`src/rtl/ip_rx_serializer_pkg.sv`:
```
// Shared definitions for the RX serializer: FSM encodings, prefix size,
// protocol constant and the header sanity check.
package ip_rx_serializer_pkg;

  typedef enum logic [2:0] {
    ST_IDLE  = 3'd0,
    ST_HDR   = 3'd1,
    ST_PAY   = 3'd2,
    ST_PAD   = 3'd3,
    ST_FLUSH = 3'd4,
    ST_DROP  = 3'd5
  } state_t;

  localparam int         PREFIX_BYTES    = 10;
  localparam logic [3:0] LAST_PREFIX_IDX = 4'(PREFIX_BYTES - 1);
  localparam logic [7:0] UDP_PROTOCOL    = 8'd17;

  // A header shorter than the minimum 5 words, or a total length that does
  // not even cover the header, cannot yield a meaningful payload length.
  function automatic logic hdr_malformed(input logic [3:0] ihl, input logic [15:0] ip_length);
    return (ihl < 4'd5) || (ip_length < {10'd0, ihl, 2'b00});
  endfunction

endpackage

```
`src/rtl/ip_rx_serializer_if.sv`:
```
// Bus bundle around the RX serializer: IP header handshake, AXI-Stream
// payload and the byte FIFO write port.
//   master : the surrounding system (IP stack + FIFO)
//   slave  : the serializer itself
interface ip_rx_serializer_if;
  logic        rx_hdr_valid;
  logic        rx_hdr_ready;
  logic [3:0]  rx_ip_ihl;
  logic [15:0] rx_ip_length;
  logic [7:0]  rx_ip_protocol;
  logic [31:0] rx_ip_source_ip;
  logic [31:0] rx_ip_dest_ip;
  logic [7:0]  rx_payload_tdata;
  logic        rx_payload_tvalid;
  logic        rx_payload_tready;
  logic        rx_payload_tlast;
  logic [7:0]  fifo_din;
  logic        fifo_full_n;
  logic        fifo_write;

  modport master (
    output rx_hdr_valid, rx_ip_ihl, rx_ip_length, rx_ip_protocol,
           rx_ip_source_ip, rx_ip_dest_ip,
           rx_payload_tdata, rx_payload_tvalid, rx_payload_tlast, fifo_full_n,
    input  rx_hdr_ready, rx_payload_tready, fifo_din, fifo_write
  );

  modport slave (
    input  rx_hdr_valid, rx_ip_ihl, rx_ip_length, rx_ip_protocol,
           rx_ip_source_ip, rx_ip_dest_ip,
           rx_payload_tdata, rx_payload_tvalid, rx_payload_tlast, fifo_full_n,
    output rx_hdr_ready, rx_payload_tready, fifo_din, fifo_write
  );
endinterface

```
`src/rtl/ip_rx_serializer.sv`:
```
// RX bridge: turns one IP header + AXI-Stream payload into a framed byte
// stream for the RX FIFO (src IP, dst IP, plen, then exactly plen bytes).
// Packets with another protocol or a malformed header are consumed and
// counted in drop_count.
// Ports:
//   clk, rst    : clock, asynchronous active-high reset
//   bus         : header/payload/FIFO bundle (slave modport)
//   drop_count  : saturating count of dropped packets
//
// state  | meaning
// IDLE   | waiting for a header, rx_hdr_ready high
// HDR    | writing the 10 prefix bytes
// PAY    | payload pass-through to the FIFO
// PAD    | payload ended early, filling the frame with zeros
// FLUSH  | frame complete, discarding the rest of the payload
// DROP   | filtered packet, discarding the payload
module ip_rx_serializer
  import ip_rx_serializer_pkg::*;
#(
  parameter logic [7:0] FILTER_PROTOCOL = UDP_PROTOCOL
) (
  input  logic                clk,
  input  logic                rst,
  ip_rx_serializer_if.slave   bus,
  output logic [15:0]         drop_count
);

  state_t      state, state_next;
  logic [3:0]  idx;
  logic [15:0] remaining;
  logic [31:0] src_ip, dst_ip;
  logic [15:0] plen;
  logic [7:0]  prefix_byte;
  logic        hdr_drop;

  assign hdr_drop = (bus.rx_ip_protocol != FILTER_PROTOCOL) ||
                    hdr_malformed(bus.rx_ip_ihl, bus.rx_ip_length);

  always_ff @(posedge clk or posedge rst) begin
    if (rst) state <= ST_IDLE;
    else     state <= state_next;
  end

  always_comb begin
    state_next = state;
    case (state)
      ST_IDLE:
        if (bus.rx_hdr_valid) state_next = hdr_drop ? ST_DROP : ST_HDR;
      ST_HDR:
        if (bus.fifo_full_n && idx == LAST_PREFIX_IDX)
          state_next = (plen == 16'd0) ? ST_FLUSH : ST_PAY;
      ST_PAY:
        if (bus.rx_payload_tvalid && bus.fifo_full_n) begin
          if (remaining == 16'd1)     state_next = bus.rx_payload_tlast ? ST_IDLE : ST_FLUSH;
          else if (bus.rx_payload_tlast) state_next = ST_PAD;
        end
      ST_PAD:
        if (bus.fifo_full_n && remaining == 16'd1) state_next = ST_IDLE;
      ST_FLUSH, ST_DROP:
        if (bus.rx_payload_tvalid && bus.rx_payload_tlast) state_next = ST_IDLE;
      default: state_next = ST_IDLE;
    endcase
  end

  always_comb begin
    case (idx)
      4'd0:    prefix_byte = src_ip[31:24];
      4'd1:    prefix_byte = src_ip[23:16];
      4'd2:    prefix_byte = src_ip[15:8];
      4'd3:    prefix_byte = src_ip[7:0];
      4'd4:    prefix_byte = dst_ip[31:24];
      4'd5:    prefix_byte = dst_ip[23:16];
      4'd6:    prefix_byte = dst_ip[15:8];
      4'd7:    prefix_byte = dst_ip[7:0];
      4'd8:    prefix_byte = plen[15:8];
      4'd9:    prefix_byte = plen[7:0];
      default: prefix_byte = 8'h00;
    endcase
  end

  always_comb begin
    bus.rx_hdr_ready      = 1'b0;
    bus.rx_payload_tready = 1'b0;
    bus.fifo_din          = 8'h00;
    bus.fifo_write        = 1'b0;
    case (state)
      ST_IDLE: bus.rx_hdr_ready = 1'b1;
      ST_HDR: begin
        bus.fifo_din   = prefix_byte;
        bus.fifo_write = bus.fifo_full_n;
      end
      ST_PAY: begin
        bus.rx_payload_tready = bus.fifo_full_n;
        bus.fifo_din          = bus.rx_payload_tdata;
        bus.fifo_write        = bus.rx_payload_tvalid && bus.fifo_full_n;
      end
      ST_PAD:            bus.fifo_write = bus.fifo_full_n;
      ST_FLUSH, ST_DROP: bus.rx_payload_tready = 1'b1;
      default: ;
    endcase
  end

  always_ff @(posedge clk or posedge rst) begin
    if (rst) begin
      src_ip     <= '0;
      dst_ip     <= '0;
      plen       <= '0;
      idx        <= '0;
      remaining  <= '0;
      drop_count <= '0;
    end else begin
      if (state == ST_IDLE && bus.rx_hdr_valid) begin
        src_ip <= bus.rx_ip_source_ip;
        dst_ip <= bus.rx_ip_dest_ip;
        plen   <= bus.rx_ip_length - {10'd0, bus.rx_ip_ihl, 2'b00};
        idx    <= 4'd0;
        if (hdr_drop && drop_count != 16'hFFFF) drop_count <= drop_count + 16'd1;
      end
      if (state == ST_HDR && bus.fifo_full_n) begin
        idx <= idx + 4'd1;
        if (idx == LAST_PREFIX_IDX) remaining <= plen;
      end
      // Remaining counts frame bytes still owed, whether from payload or padding.
      if ((state == ST_PAY && bus.rx_payload_tvalid && bus.fifo_full_n) ||
          (state == ST_PAD && bus.fifo_full_n))
        remaining <= remaining - 16'd1;
    end
  end

endmodule

```
`src/flat_wrapper.sv`:
```
// flat-port wrapper written by rule: the top's interface ports become plain ports
module ip_rx_serializer_flat import ip_rx_serializer_pkg::*;
#(
  parameter logic [7:0] FILTER_PROTOCOL = UDP_PROTOCOL
)
  (clk, rst, drop_count, bus_rx_hdr_valid, bus_rx_ip_ihl, bus_rx_ip_length, bus_rx_ip_protocol, bus_rx_ip_source_ip, bus_rx_ip_dest_ip, bus_rx_payload_tdata, bus_rx_payload_tvalid, bus_rx_payload_tlast, bus_fifo_full_n, bus_rx_hdr_ready, bus_rx_payload_tready, bus_fifo_din, bus_fifo_write);
  ip_rx_serializer_if bus_i ();
  input  logic clk;
  input  logic rst;
  output logic [15:0] drop_count;
  input wire logic [$bits(bus_i.rx_hdr_valid)-1:0] bus_rx_hdr_valid;
  input wire logic [$bits(bus_i.rx_ip_ihl)-1:0] bus_rx_ip_ihl;
  input wire logic [$bits(bus_i.rx_ip_length)-1:0] bus_rx_ip_length;
  input wire logic [$bits(bus_i.rx_ip_protocol)-1:0] bus_rx_ip_protocol;
  input wire logic [$bits(bus_i.rx_ip_source_ip)-1:0] bus_rx_ip_source_ip;
  input wire logic [$bits(bus_i.rx_ip_dest_ip)-1:0] bus_rx_ip_dest_ip;
  input wire logic [$bits(bus_i.rx_payload_tdata)-1:0] bus_rx_payload_tdata;
  input wire logic [$bits(bus_i.rx_payload_tvalid)-1:0] bus_rx_payload_tvalid;
  input wire logic [$bits(bus_i.rx_payload_tlast)-1:0] bus_rx_payload_tlast;
  input wire logic [$bits(bus_i.fifo_full_n)-1:0] bus_fifo_full_n;
  output wire logic [$bits(bus_i.rx_hdr_ready)-1:0] bus_rx_hdr_ready;
  output wire logic [$bits(bus_i.rx_payload_tready)-1:0] bus_rx_payload_tready;
  output wire logic [$bits(bus_i.fifo_din)-1:0] bus_fifo_din;
  output wire logic [$bits(bus_i.fifo_write)-1:0] bus_fifo_write;
  assign bus_i.rx_hdr_valid = bus_rx_hdr_valid;
  assign bus_i.rx_ip_ihl = bus_rx_ip_ihl;
  assign bus_i.rx_ip_length = bus_rx_ip_length;
  assign bus_i.rx_ip_protocol = bus_rx_ip_protocol;
  assign bus_i.rx_ip_source_ip = bus_rx_ip_source_ip;
  assign bus_i.rx_ip_dest_ip = bus_rx_ip_dest_ip;
  assign bus_i.rx_payload_tdata = bus_rx_payload_tdata;
  assign bus_i.rx_payload_tvalid = bus_rx_payload_tvalid;
  assign bus_i.rx_payload_tlast = bus_rx_payload_tlast;
  assign bus_i.fifo_full_n = bus_fifo_full_n;
  assign bus_rx_hdr_ready = bus_i.rx_hdr_ready;
  assign bus_rx_payload_tready = bus_i.rx_payload_tready;
  assign bus_fifo_din = bus_i.fifo_din;
  assign bus_fifo_write = bus_i.fifo_write;
  ip_rx_serializer #(.FILTER_PROTOCOL(FILTER_PROTOCOL)) u_core (.clk(clk), .rst(rst), .bus(bus_i), .drop_count(drop_count));
endmodule
```
`config.mk`:
```
export PLATFORM = sky130hd
export DESIGN_NAME = ip_rx_serializer_flat
export DESIGN_NICKNAME = d
export VERILOG_FILES = /design/src/rtl/ip_rx_serializer_pkg.sv /design/src/rtl/ip_rx_serializer_if.sv /design/src/rtl/ip_rx_serializer.sv /design/src/flat_wrapper.sv
export SDC_FILE = /design/constraint.sdc
export NUM_CORES = 1
export LEC_CHECK = 0
export CORE_MARGIN = 3
export CORE_UTILIZATION = 45
export DETAILED_ROUTE_END_ITERATION = 12
export PLACE_DENSITY = 0.8
export SYNTH_ARGS = -nofsm -noshare
export SYNTH_HDL_FRONTEND = slang
export SYNTH_SLANG_ARGS = --single-unit
```
`constraint.sdc`:
```
create_clock -name clk -period 4.44 [get_ports clk]
set_input_delay 0.888 -clock clk [delete_from_list [all_inputs] [get_ports clk]]
set_output_delay 0.888 -clock clk [all_outputs]
set_load 0.03 [all_outputs]
```
; ---- Yosys cells after proc, flatten, opt, wreduce, memory -nomap -nowiden
; Cells that the tools add are included.
[op_classes]
add_sub_neg = 4
order_cmp = 2
eq_ne = 23
muxes = 21
n_reduce_logical = 24
[op_table]
columns = cell, n
row1 = case mux 8 bit (10 select lines), 1
row2 = two-way mux 16 bit, 3
row3 = two-way mux 3 bit, 10
row4 = "adder 16 x 1 -> 16 bit, second input constant", 1
row5 = "equality test 16 x 1 -> 1 bit, second input constant", 1
row6 = "equality test 4 x 3 -> 1 bit, second input constant", 4
row7 = zero test 16 bit, 1
row8 = less-than comparator 16 x 6 -> 1 bit, 1
row9 = "inequality test 16 bit, second input constant", 1
row10 = case mux 8 bit (2 select lines), 1
row11 = "subtractor 16 x 1 -> 16 bit, second input constant", 1
row12 = subtractor 16 x 6 -> 16 bit, 1
row13 = case mux 3 bit (5 select lines), 1
row14 = logical AND 1 bit, 10
row15 = "equality test 4 x 2 -> 1 bit, second input constant", 2
row16 = "equality test 4 bit, second input constant", 2
row17 = two-way mux 4 bit, 2
row18 = "inequality test 2 x 1 -> 1 bit, second input constant", 4
row19 = "inequality test 8 x 5 -> 1 bit, second input constant", 1
row20 = "equality test 3 x 2 -> 1 bit, second input constant", 2
row21 = "equality test 3 bit, second input constant", 2
row22 = AND reduction 6 bit, 1
row23 = nonzero test 2 bit, 3
row24 = "adder 4 x 1 -> 4 bit, second input constant", 1
row25 = other kinds (12), 17
[word_totals]
reg_bits = 119
input_bits = 106
output_inout_bits = 27
wordCells = 81

; ---- Logic depth before layout (Yosys ltp)
[logic_depth]
depth_word = 6
mapped_depth = 10

; ---- Worst setup path before layout
; Ideal clock, no wire load.
[synth_path]
kind = register to output
start = register u_core.idx[0]
end = output bus_fifo_din[1]
t_arrival_ns = 1.977
t_required_ns = 3.552
slack_ns = 1.575
stages_incl_launch_ff = 7
path_cell_list = dfrtp_1 -> inv_1 -> ha_1 -> clkbuf_1 -> o21ai_0 -> a211oi_1 -> a32o_1
[synth_between]
elab_chain_len = 3
elab_cells_between_ends = 12
cone_classes = 9 x eq/ne / 2 x mux / 1 x reduce/logical
[synth_rtl]
columns = item, line_no
row1 = start: declaration, ip_rx_serializer.sv:29  ; logic [3:0] idx;
row2 = start signal: assignment, ip_rx_serializer.sv:120  ; idx <= idx + 4'd1;
row3 = equality test 4 bit (tied with other cells), ip_rx_serializer.sv:66  ; case (idx)
row4 = case mux 8 bit (10 select lines) (*), ip_rx_serializer.sv:66
row5 = case mux 8 bit (2 select lines) (*), ip_rx_serializer.sv:86  ; case (state)
row6 = end: declaration, flat_wrapper.sv:23  ; output wire logic [$bits(bus_i.fifo_din)-1:0] bus_fifo_din;
; Every way passes the cells marked *; elsewhere a longest branch is shown, timed or not.

; ---- Final worst setup path
[layout_path]
start = register u_core.idx[1]
end = output bus_fifo_din[0]
; The elaborated chain is that of the path after synthesis.

==> run_results.csv <==
group,metric,value,unit
pwr,intPower,2.87,mW
setup_path,ff2ff_setup_slack,1.77,ns
global_routing,grt-ovfl-total,0,
clock_tree,post-cts-setup-buffers,0,
pwr,power_frac_seq,0.400,
yosys,yosysWarnings,0,
setup_path,arrival,3.31,ns
sta,min_period,4.20,ns
detailed_routing,drt_iter0_markers,454,
yosys,synthTopCellsByArea,"dfrtp_1 49%, mux2_2 12%, nor2_1 2.8%",
setup_path,crit_family,"compound AO/OA/AOI/OAI gates",
sta,finalMaxSlewViolations,0,
setup_path,r2r_cells,7,
yosys,avgSynthCellArea,10.6,um^2
die,fp.coreArea,13300,um^2
yosys,synth_common_cells,"119 x dfrtp_1, 68 x mux2_2, 46 x nor2_1",
setup_path,critPathLaunchType,"register",
sta,rsz0062_at_grt,"false",
pwr,p_comb_frac,0.282,
setup_path,path_max_fanout,24,
min_path,worst_hold_path.num_cells,1,
clock_tree,cts_resized,0,
setup_path,cpMaxStageDelayCell,"ha_1",
yosys,seq_area_frac_synth,0.485,
global_routing,grt_antenna_before_repair,0,
die,die_height,123,um
layout,layout-drive-gt1-share,0.172,
yosys,synth_fa_ha_area_frac,0.0257,
flow_run,drv_cap,0,
yosys,synthXorXnorAreaFrac,0.0398,
yosys,synth_edf_count,0,
clock_tree,cts-buffers-inserted,17,
detailed_routing,dr_total_vias,5234,
yosys,syn_inst,577,
yosys,synth_mux_area_frac,0.125,
placed_design,gp_congestion,0.831,
sta,clock.fmax,238,MHz
placed_design,dp_hpwl,11.9,mm
setup_path,endpoint_kind,"output port",
setup_path,reg2reg_from,"u_core.idx[1]",
die,start_util,0.462,
die,die_w,123,um
min_path,hold_path_class,"reg -> reg",
detailed_routing,post_drt_wl_per_cell,18.7,um
detailed_routing,drtAntennaViolNets,0,
outcome,outcome,"completed",
sta,worstMarginPinSlew,0.976,ns
detailed_routing,wl_met1,6.90,mm
yosys,synth_compound_area_frac,0.158,
pwr,swShare,0.338,
pwr,clkPwrFrac,0.318,
sta,fin_crit_sh,0.946,
layout,nets,821,
yosys,synth-simple-area-share,0.135,
detailed_routing,drc_errors,0,
yosys,netlist_area,6140,um^2
sta,fin_skew,0.00553,ns
clock_tree,cts_tree,"yes",
sta,setup_viol_count_final,0,
clock_tree,ctsHoldBuffers,0,
layout,antenna_cells,0,
sta,tns,0,ns
yosys,async_flop_share,1.00,
yosys,ys.flop_type,"dfrtp_1",
pwr,pwr_density_cell,528,nW/um^2
setup_path,cpPeakStageDelay,0.81,ns
yosys,synthesis.nets,695,
setup_path,worst-path-buf-inv,2,
clock_tree,root_buffer,"clkbuf_16",
sta,hold_viol_final,0,
layout,syn2layout_area_growth,33.9,%
pwr,total_power,4.34,mW
clock_tree,clk_pin_slew,0.05,ns
pwr,switching_power,1.47,mW
clock_tree,cts.htree.levels,4,
yosys,yosysMostFrequentCell,"dfrtp_1",
detailed_routing,met2_length,8.25,mm
pwr,p_leak,3.55,nW
detailed_routing,routed_wirelength,16.7,mm
detailed_routing,avgViaCountPerCell,5.87,
die,rows,42,
detailed_routing,maxUsedRoutingLayer,"met4",
global_routing,grt_pass1_vias,5239,
setup_path,worstSetupPathType,"reg -> out",
clock_tree,clockBufferDepth,2,
clock_tree,cts.sinks,119,
min_path,holdPathEnd,"u_core.drop_count[7]",
global_routing,grt_max_degree,49,
yosys,synth_top_area_frac,0.485,
yosys,synth_top_family_by_area,"compound AO/OA/AOI/OAI gates",
setup_path,reg2reg_to,"u_core.remaining[0]",
global_routing,grt_first_pass_wirelength,26.5,mm
setup_path,worstPathCellList,"inv_1 > ha_1 > a222oi_1 > a22o_1 > o22ai_1 > a22o_1 > clkdlybuf4s50_1",
detailed_routing,met3_length,1.07,mm
pwr,ir_drop,0.264,mV
yosys,ys_seq_elements,119,
min_path,hp-start,"u_core.drop_count[7]",
setup_path,crit_cells,7,
global_routing,track_usage,0.227,
setup_path,cpMostUsedCell,"a22o_1",
yosys,yosysTopAreaCell,"dfrtp_1",
sta,slew_headroom,0.350,
detailed_routing,firstDrtPassIters,5,
clock_tree,clk_latency,0.42,ns
die,dieArea,15100,um^2
die,io_pins,133,
placed_design,port_buffers,132,
yosys,synth.distinct_cells,58,
setup_path,crit_required,3.55,ns
layout make-up:
cell class | instances | area (um^2)
clock buffers | 22 | 484
well taps | 176 | 220
flip-flops and latches | 119 | 2980
inverters | 15 | 58.8
fillers | 1046 | 5080
multi-input cells | 409 | 2970
repair buffers | 141 | 1390
clock inverters | 10 | 119
kinds of logic after synthesis:
kind of cell,count (synthesis)
multiplexers,68
XOR/XNOR,27
AND/OR/NAND/NOR,164
adder cells (fa/ha/maj),12
AO/OA/AOI/OAI,138
flip-flops,119
buffers and inverters,49
state kept, by name, indices dropped and copies added, names as in the netlist:
| name | count |
|---|---|
| u_core.plen | 16 |
| u_core.state | 3 |
| u_core.idx | 4 |
| u_core.remaining | 16 |
| u_core.src_ip | 32 |
| u_core.drop_count | 16 |
| u_core.dst_ip | 32 |
layout by cell type, fill, tap and decap left out, drive strengths merged, types with 5 or more instances in the layout:
| cell | instances |
|---|---|
| mux2 | 68 |
| clkdlybuf4s50 | 132 |
| xor2 | 13 |
| clkbuf | 22 |
| ha | 11 |
| o21ai | 18 |
| a22oi | 22 |
| o211ai | 5 |
| o22ai | 6 |
| nor2 | 46 |
| nor3 | 16 |
| nand2 | 39 |
| a211oi | 13 |
| inv | 16 |
| a221oi | 7 |
| nand2b | 5 |
| buf | 9 |
| a22o | 15 |
| dfrtp | 119 |
| nand4 | 5 |
| nand3 | 14 |
| xnor2 | 14 |
| a21oi | 28 |
| clkinvlp | 6 |
| nor4 | 11 |
worst max-delay path by stage:
stage	start	to
2_1_floorplan	rst	u_core.drop_count[0]
3_3_place_gp	bus_rx_ip_length[9]	u_core.drop_count[13]
3_5_place_dp	bus_rx_ip_length[9]	u_core.drop_count[15]
4_1_cts	u_core.idx[0]	bus_fifo_din[6]
5_1_grt	u_core.idx[0]	bus_fifo_din[5]
6_report	u_core.idx[1]	bus_fifo_din[0]
power groups by stage:
stage,clock network [mW],logic [mW],registers (mW)
6_report,1.38,1.22,1.74
5_1_grt,1.44,1.35,1.77
4_1_cts,1.39,1.23,1.73
3_5_place_dp,0,1.22,1.74
3_3_place_gp,0,1.17,1.71
2_1_floorplan,0,0.891,1.60
routing by layer:
layer  track usage  vias to the layer above
li1              -                     2398
met1         0.293                     2571
met2         0.366                      224
met3        0.0548                       41
met4        0.0973                        0
met5             0                        -
stage by stage:
stage / instance area (um^2) / utilization / hold slack (ns) / cells / setup slack [ns]
detailed placement: 7620 / 0.573 / 0.482 / 860 / 0.669
finish: 8220 / 0.618 / 0.489 / 892 / 0.239
floorplan: 6140 / - / 0.451 / 577 / 0.395
global route: 8220 / 0.618 / 0.496 / 892 / 0.0768
global placement: 7620 / 0.573 / 0.472 / 860 / 0.708
CTS: 8220 / 0.618 / 0.488 / 892 / 0.250
No activity file was read; power rests on OpenSTA's default activity.
